File: config.mk
export PLATFORM = sky130hd
export DESIGN_NAME = delay_line_ce_flat
export DESIGN_NICKNAME = d
export VERILOG_FILES = /design/src/rtl/dsp_pkg.sv /design/src/rtl/delay_line_ce_if.sv /design/src/rtl/dly_ram_sdp.sv /design/src/rtl/delay_line_ce.sv /design/src/flat_wrapper.sv
export SDC_FILE = /design/constraint.sdc
export NUM_CORES = 1
export LEC_CHECK = 0
export CAP_MARGIN = 20
export CORE_ASPECT_RATIO = 1.4
export CORE_MARGIN = 5
export CORE_UTILIZATION = 30
export CTS_CLUSTER_DIAMETER = 60
export DETAILED_ROUTE_END_ITERATION = 8
export HOLD_SLACK_MARGIN = 0.03
export SLEW_MARGIN = 20
export SYNTH_ARGS = -nofsm -noshare
export SYNTH_HDL_FRONTEND = slang
export SYNTH_SLANG_ARGS = --single-unit
File: constraint.sdc
create_clock -name clk -period 3.2 [get_ports clk]
set_input_delay 0.32 -clock clk [delete_from_list [all_inputs] [get_ports clk]]
set_output_delay 0.32 -clock clk [all_outputs]
set_load 0.01 [all_outputs]
File: src/rtl/dsp_pkg.sv
// Shared DSP datapath definitions: address-width helper and delay-line limits.
package dsp_pkg;

   // Largest delay-line depth the datapath is expected to instantiate.
   localparam int DELAY_LINE_MAX_DEPTH = 1024;

   // Delay-select / pointer width for a power-of-2 depth.
   function automatic int dl_aw(input int depth);
      return $clog2(depth);
   endfunction

endpackage

File: src/rtl/delay_line_ce_if.sv
// Sample/control bundle of the adjustable delay line.
// The master side drives ce/flush/d/a; the slave side returns y/vld/fill.
interface delay_line_ce_if
   import dsp_pkg::*;
#(
   parameter int W     = 8,
   parameter int DEPTH = 32,
   parameter int AW    = dl_aw(DEPTH)
);
   logic          ce;
   logic          flush;
   logic [W-1:0]  d;
   logic [AW-1:0] a;
   logic [W-1:0]  y;
   logic          vld;
   logic [AW:0]   fill;

   modport master (output ce, flush, d, a, input  y, vld, fill);
   modport slave  (input  ce, flush, d, a, output y, vld, fill);
endinterface

File: src/rtl/dly_ram_sdp.sv
// Simple dual-port W x DEPTH RAM: synchronous write, asynchronous read.
// Kept separate so a block-RAM variant can be swapped in later.
module dly_ram_sdp #(
   parameter int W     = 8,
   parameter int DEPTH = 32,
   parameter int AW    = 5
) (
   input  logic          clk,
   input  logic          we,
   input  logic [AW-1:0] wa,
   input  logic [W-1:0]  wd,
   input  logic [AW-1:0] ra,
   output logic [W-1:0]  rd
);
   logic [W-1:0] mem [DEPTH];

   // Write port; contents are deliberately not reset.
   always_ff @(posedge clk) begin
      if (we) mem[wa] <= wd;
   end

   assign rd = mem[ra];
endmodule

File: src/rtl/delay_line_ce.sv
// Adjustable-length word delay line built as a circular buffer.
// Output y is the sample pushed 'a' pushes before the current one, registered.
// Optional macro DELAY_LINE_ZERO_FILL_EN: behave as if the history were all
// zeros, so every push yields vld=1 and y=0 while the line is still priming.
module delay_line_ce
   import dsp_pkg::*;
#(
   parameter int W     = 8,
   parameter int DEPTH = 32,
   parameter int AW    = dl_aw(DEPTH)
) (
   input  logic           clk,
   input  logic           rst_n,
   delay_line_ce_if.slave bus
);
   localparam logic [AW:0] FULL = DEPTH[AW:0];

   logic [AW-1:0] wp;
   logic [AW:0]   fill;
   logic [AW:0]   fill_nxt;
   logic [AW-1:0] ra;
   logic [W-1:0]  rd;
   logic [W-1:0]  data_sel;
   logic [W-1:0]  y_q;
   logic          vld_q;
   logic          push;
   logic          primed;

   // A flush discards any simultaneous push.
   assign push     = bus.ce & ~bus.flush;
   assign fill_nxt = (fill == FULL) ? fill : fill + 1'b1;
   // Pointer arithmetic wraps naturally because DEPTH is a power of 2.
   assign ra       = wp - bus.a;
   assign primed   = fill_nxt > {1'b0, bus.a};
   // a=0 would read the slot being written this cycle, so bypass the RAM.
   assign data_sel = (bus.a == '0) ? bus.d : rd;

   dly_ram_sdp #(.W(W), .DEPTH(DEPTH), .AW(AW)) u_ram (
      .clk (clk),
      .we  (push),
      .wa  (wp),
      .wd  (bus.d),
      .ra  (ra),
      .rd  (rd)
   );

   // Pointer, fill tracker and registered output; y holds across flush and idle.
   always_ff @(posedge clk or negedge rst_n) begin
      if (!rst_n) begin
         wp    <= '0;
         fill  <= '0;
         vld_q <= 1'b0;
         y_q   <= '0;
      end else if (bus.flush) begin
         wp    <= '0;
         fill  <= '0;
         vld_q <= 1'b0;
      end else if (bus.ce) begin
         wp   <= wp + 1'b1;
         fill <= fill_nxt;
`ifdef DELAY_LINE_ZERO_FILL_EN
         vld_q <= 1'b1;
         y_q   <= primed ? data_sel : '0;
`else
         vld_q <= primed;
         y_q   <= data_sel;
`endif
      end else begin
         vld_q <= 1'b0;
      end
   end

   assign bus.y    = y_q;
   assign bus.vld  = vld_q;
   assign bus.fill = fill;
endmodule

File: src/flat_wrapper.sv
// flat-port wrapper written by rule: the top's interface ports become plain ports
module delay_line_ce_flat import dsp_pkg::*;
#(
   parameter int W     = 8,
   parameter int DEPTH = 32,
   parameter int AW    = dl_aw(DEPTH)
)
  (clk, rst_n, bus_ce, bus_flush, bus_d, bus_a, bus_y, bus_vld, bus_fill);
  delay_line_ce_if #(.W(W), .DEPTH(DEPTH), .AW(AW)) bus_i ();
  input  logic clk;
  input  logic rst_n;
  input wire logic [$bits(bus_i.ce)-1:0] bus_ce;
  input wire logic [$bits(bus_i.flush)-1:0] bus_flush;
  input wire logic [$bits(bus_i.d)-1:0] bus_d;
  input wire logic [$bits(bus_i.a)-1:0] bus_a;
  output wire logic [$bits(bus_i.y)-1:0] bus_y;
  output wire logic [$bits(bus_i.vld)-1:0] bus_vld;
  output wire logic [$bits(bus_i.fill)-1:0] bus_fill;
  assign bus_i.ce = bus_ce;
  assign bus_i.flush = bus_flush;
  assign bus_i.d = bus_d;
  assign bus_i.a = bus_a;
  assign bus_y = bus_i.y;
  assign bus_vld = bus_i.vld;
  assign bus_fill = bus_i.fill;
  delay_line_ce #(.W(W), .DEPTH(DEPTH), .AW(AW)) u_core (.clk(clk), .rst_n(rst_n), .bus(bus_i));
endmodule
==> results of run 1 <==
## state kept, by name, indices dropped and copies added, names as in the netlist
signal	count
u_core.bus.fill	6
u_core.wp	5
u_core.u_ram.mem	256
u_core.bus.vld	1
u_core.bus.y	8
## cell usage in the layout, fill, tap and decap left out, types with 2 or more instances in the layout
master,netlist,routed
edfxtp_1,256,256
nand2_1,74,74
mux4_2,64,64
buf_4,1,63
nor2_1,53,53
clkdlybuf4s50_1,0,31
clkbuf_16,0,25
dfrtp_1,20,20
a21oi_1,15,15
ha_1,15,14
nand3_1,12,12
xor2_1,12,11
inv_1,10,10
xnor2_1,9,8
and3_1,8,8
a311o_1,7,7
clkinv_1,0,7
buf_12,0,7
nand4_1,6,6
a22oi_1,5,5
o211ai_1,5,5
bufinv_16,0,5
nor2b_1,3,3
nand3b_1,3,3
o21a_1,3,3
mux2i_1,3,3
xnor3_1,3,3
clkbuf_1,19,3
or3b_2,2,2
nand2b_1,2,2
o311ai_4,2,2
a2111oi_2,2,2
## cells by family after synthesis
| family | Yosys count |
|---|---|
| compound gates | 42 |
| xor+xnor | 24 |
| fa+ha+maj | 16 |
| buf+inv | 40 |
| flops | 276 |
| mux | 68 |
| simple gates | 168 |
## power breakdown
group / internal (W) / switching, W / total (W)
sequential: 0.00399 / 0.0000391 / 0.00403
clock: 0.00184 / 0.00129 / 0.00313
combinational: 0.000558 / 0.000663 / 0.00122
total: 0.00639 / 0.00199 / 0.00838
## cell usage after synthesis, types with 2 or more instances
cell type / instances
nand4_1: 6
mux2i_1: 3
buf_1: 2
nand3_1: 12
a311o_1: 7
dfrtp_1: 20
nand2_1: 74
edfxtp_1: 256
ha_1: 15
nand2b_1: 2
inv_1: 10
o311ai_4: 2
a21oi_1: 15
and3_1: 8
clkbuf_1: 19
a2111oi_2: 2
a22oi_1: 5
nor2b_1: 3
xor2_1: 12
o21a_1: 3
xnor2_1: 9
nand3b_1: 3
nor2_1: 53
or3b_2: 2
o211ai_1: 5
buf_2: 8
xnor3_1: 3
mux4_2: 64
## worst paths after layout
path	from	endpoint	slack (ns)	cells after the start
setup / recovery	u_core.bus.fill[0]	u_core.bus.vld	0.38	12
hold / removal	rst_n	u_core.bus.fill[0]	0.32	1
setup reg to reg	u_core.bus.fill[0]	u_core.bus.vld	0.38	12
hold reg to reg	u_core.bus.y[6]	u_core.bus.y[6]	0.56	2
max in group asynchronous	rst_n	u_core.bus.y[2]	2.29	1
min in group clk	bus_flush	u_core.wp[2]	0.55	3
## layer usage
layer | vias to the layer above | global-route usage
met2 | 147 | 0.226
met5 | - | 0
met1 | 3080 | 0.150
met3 | 49 | 0.0197
li1 | 2683 | -
met4 | 0 | 0.0512
## final cells by class
type	count	area [sq um]	share of cell area
flip-flops and latches	276	8190	0.600
multi-input cells	318	3060	0.224
clock inverters	17	215	0.0158
clock buffers	28	637	0.0467
inverters	10	37.5	0.00275
well taps	473	592	0.0434
repair buffers	101	923	0.0676
## stage by stage
step | hold WS, ns | instances | setup WS (ns)
final | 0.319 | 1223 | 0.380
after global routing | 0.398 | 1223 | 0.227
after CTS | 0.343 | 1223 | 0.381
after detailed placement | 0.533 | 1178 | 0.149
after global placement | 0.523 | 1178 | 0.186
after floorplan | 0.0244 | 634 | 0.382
## worst max-delay path, cell delays in order (launching register included)
cell	delay, ns
dfrtp_1	0.45
inv_1	0.12
ha_1	0.14
nand2_1	0.05
nor4_1	0.28
mux2_2	0.41
ha_1	0.29
nor2b_1	0.13
o21a_1	0.17
o21a_1	0.17
o21a_1	0.16
o22ai_1	0.23
a21oi_1	0.10
==> run metrics, run 1 <==
RSZ-0062 raised after global routing false; Ports 32; Power, Total 0.00838 W; worst-case vdd ir drop 286 uV; CTS tree yes; first-pass GRT wire length 39800 um; clock skew 0.0175 ns; Worst Path Arrival 3.22 ns; f_max 355 MHz; Slew Limit Fails 0; number of flops mapped to enable cells by yosys 256; Post-Syn Area 11400 sq um; root buf cell clkbuf_16; Layout Nets 765; Total Routed Length 26200 um; Mean Syn Cell Area 17.9 sq um; ys flop type edfxtp_1; post-synth cell types 39; global route overflow 0; Placer Congestion 0.831; Synth Area in Simple Gates 0.0644; Async SR Flop Fraction 0.0725; Slew headroom 0.283; Die Span Y 240 um; largest family of logic cells by synthesized area multiplexers; Post-Syn Instances 634; number of global-route vias before repair 6378; WL met2 13800 um; final core occ 0.364; CTS Buffer Depth 3; Global Route Usage Sum 0.125; ANT cells 0; critical path startpoint category flip-flop; synthesized flop and latch total 276; Routed Antenna Nets 0; # setup viols final 0; Detailed Routing Iterations Pass 1 4; Synthesized Nets 667; pin count of the biggest net entering global routing 36; Required @ worst endpoint 3.60 ns; Leakage 4.58 nW; Final Critical Period 2.82 ns; CP Max Fanout 5; starting density of the core 0.303; # rows 84; Pwr Density 614 nW/um^2; Inserted Clock Buffers 25; Avg WL per Cell 21.4 um; Seq/Total Area, Yosys 0.720; fin crit share 0.881; M1 WL 10300 um; total of max-cap violations 0; DR DRC count 0; Tightest Pin Transition 1.07 ns; # hold bufs at CTS 0; Vias 5959; antenna violations before repair 0; Die X 175 um; status finished clean; DP Wirelength 17300 um; Worst setup EP type flip-flop; Yosys top cell by area edfxtp_1; layout cell share with drive strength beyond 1 0.244; clk_lat worst skew 0.53 ns; ranking of synthesized cells by area edfxtp_1 68%, mux4_2 13%, dfrtp_1 4.4%; 1st-iter DRT viols 388; top layer in use met4; die area 42000 sq um; Setup Fix Bufs, Post-CTS 0; CTS Sinks 276; Setup Crit Path Kind flip-flop to flip-flop; number of port buffers 31; area of placed instances 12800 sq um; Area Growth Syn to Fin 20.0%; Post-Synth XOR/XNOR Area 0.0221; Min-Delay Path Class input port to asynchronous set/reset pin; Final Cell Area 13700 sq um; Synth Area in Adders 0.0183; Clock transition at path regs 0.07 ns; Synth warnings 0; Met3 Routed Length 1140 um; Setup TNS 0 ns; # resized after CTS 0; Placeable Area 37500 sq um; Compound-Gate Fraction of Synth Area 0.0310; mux cell area share after synthesis 0.130; Fillers 3430; Hold Vio Cnt, Final 0; Synth top area share 0.676; vias per cell 4.87; H-tree levels 1
Power figures use the tool's default switching activity.
==> run 2, diff against run 1 <==
Settings changed: CAP_MARGIN 20 to default, GPL_ROUTABILITY_DRIVEN from default to 1.
==> results of run 2 <==
The final DEF is identical to that of run 1; final timing and power are the same.
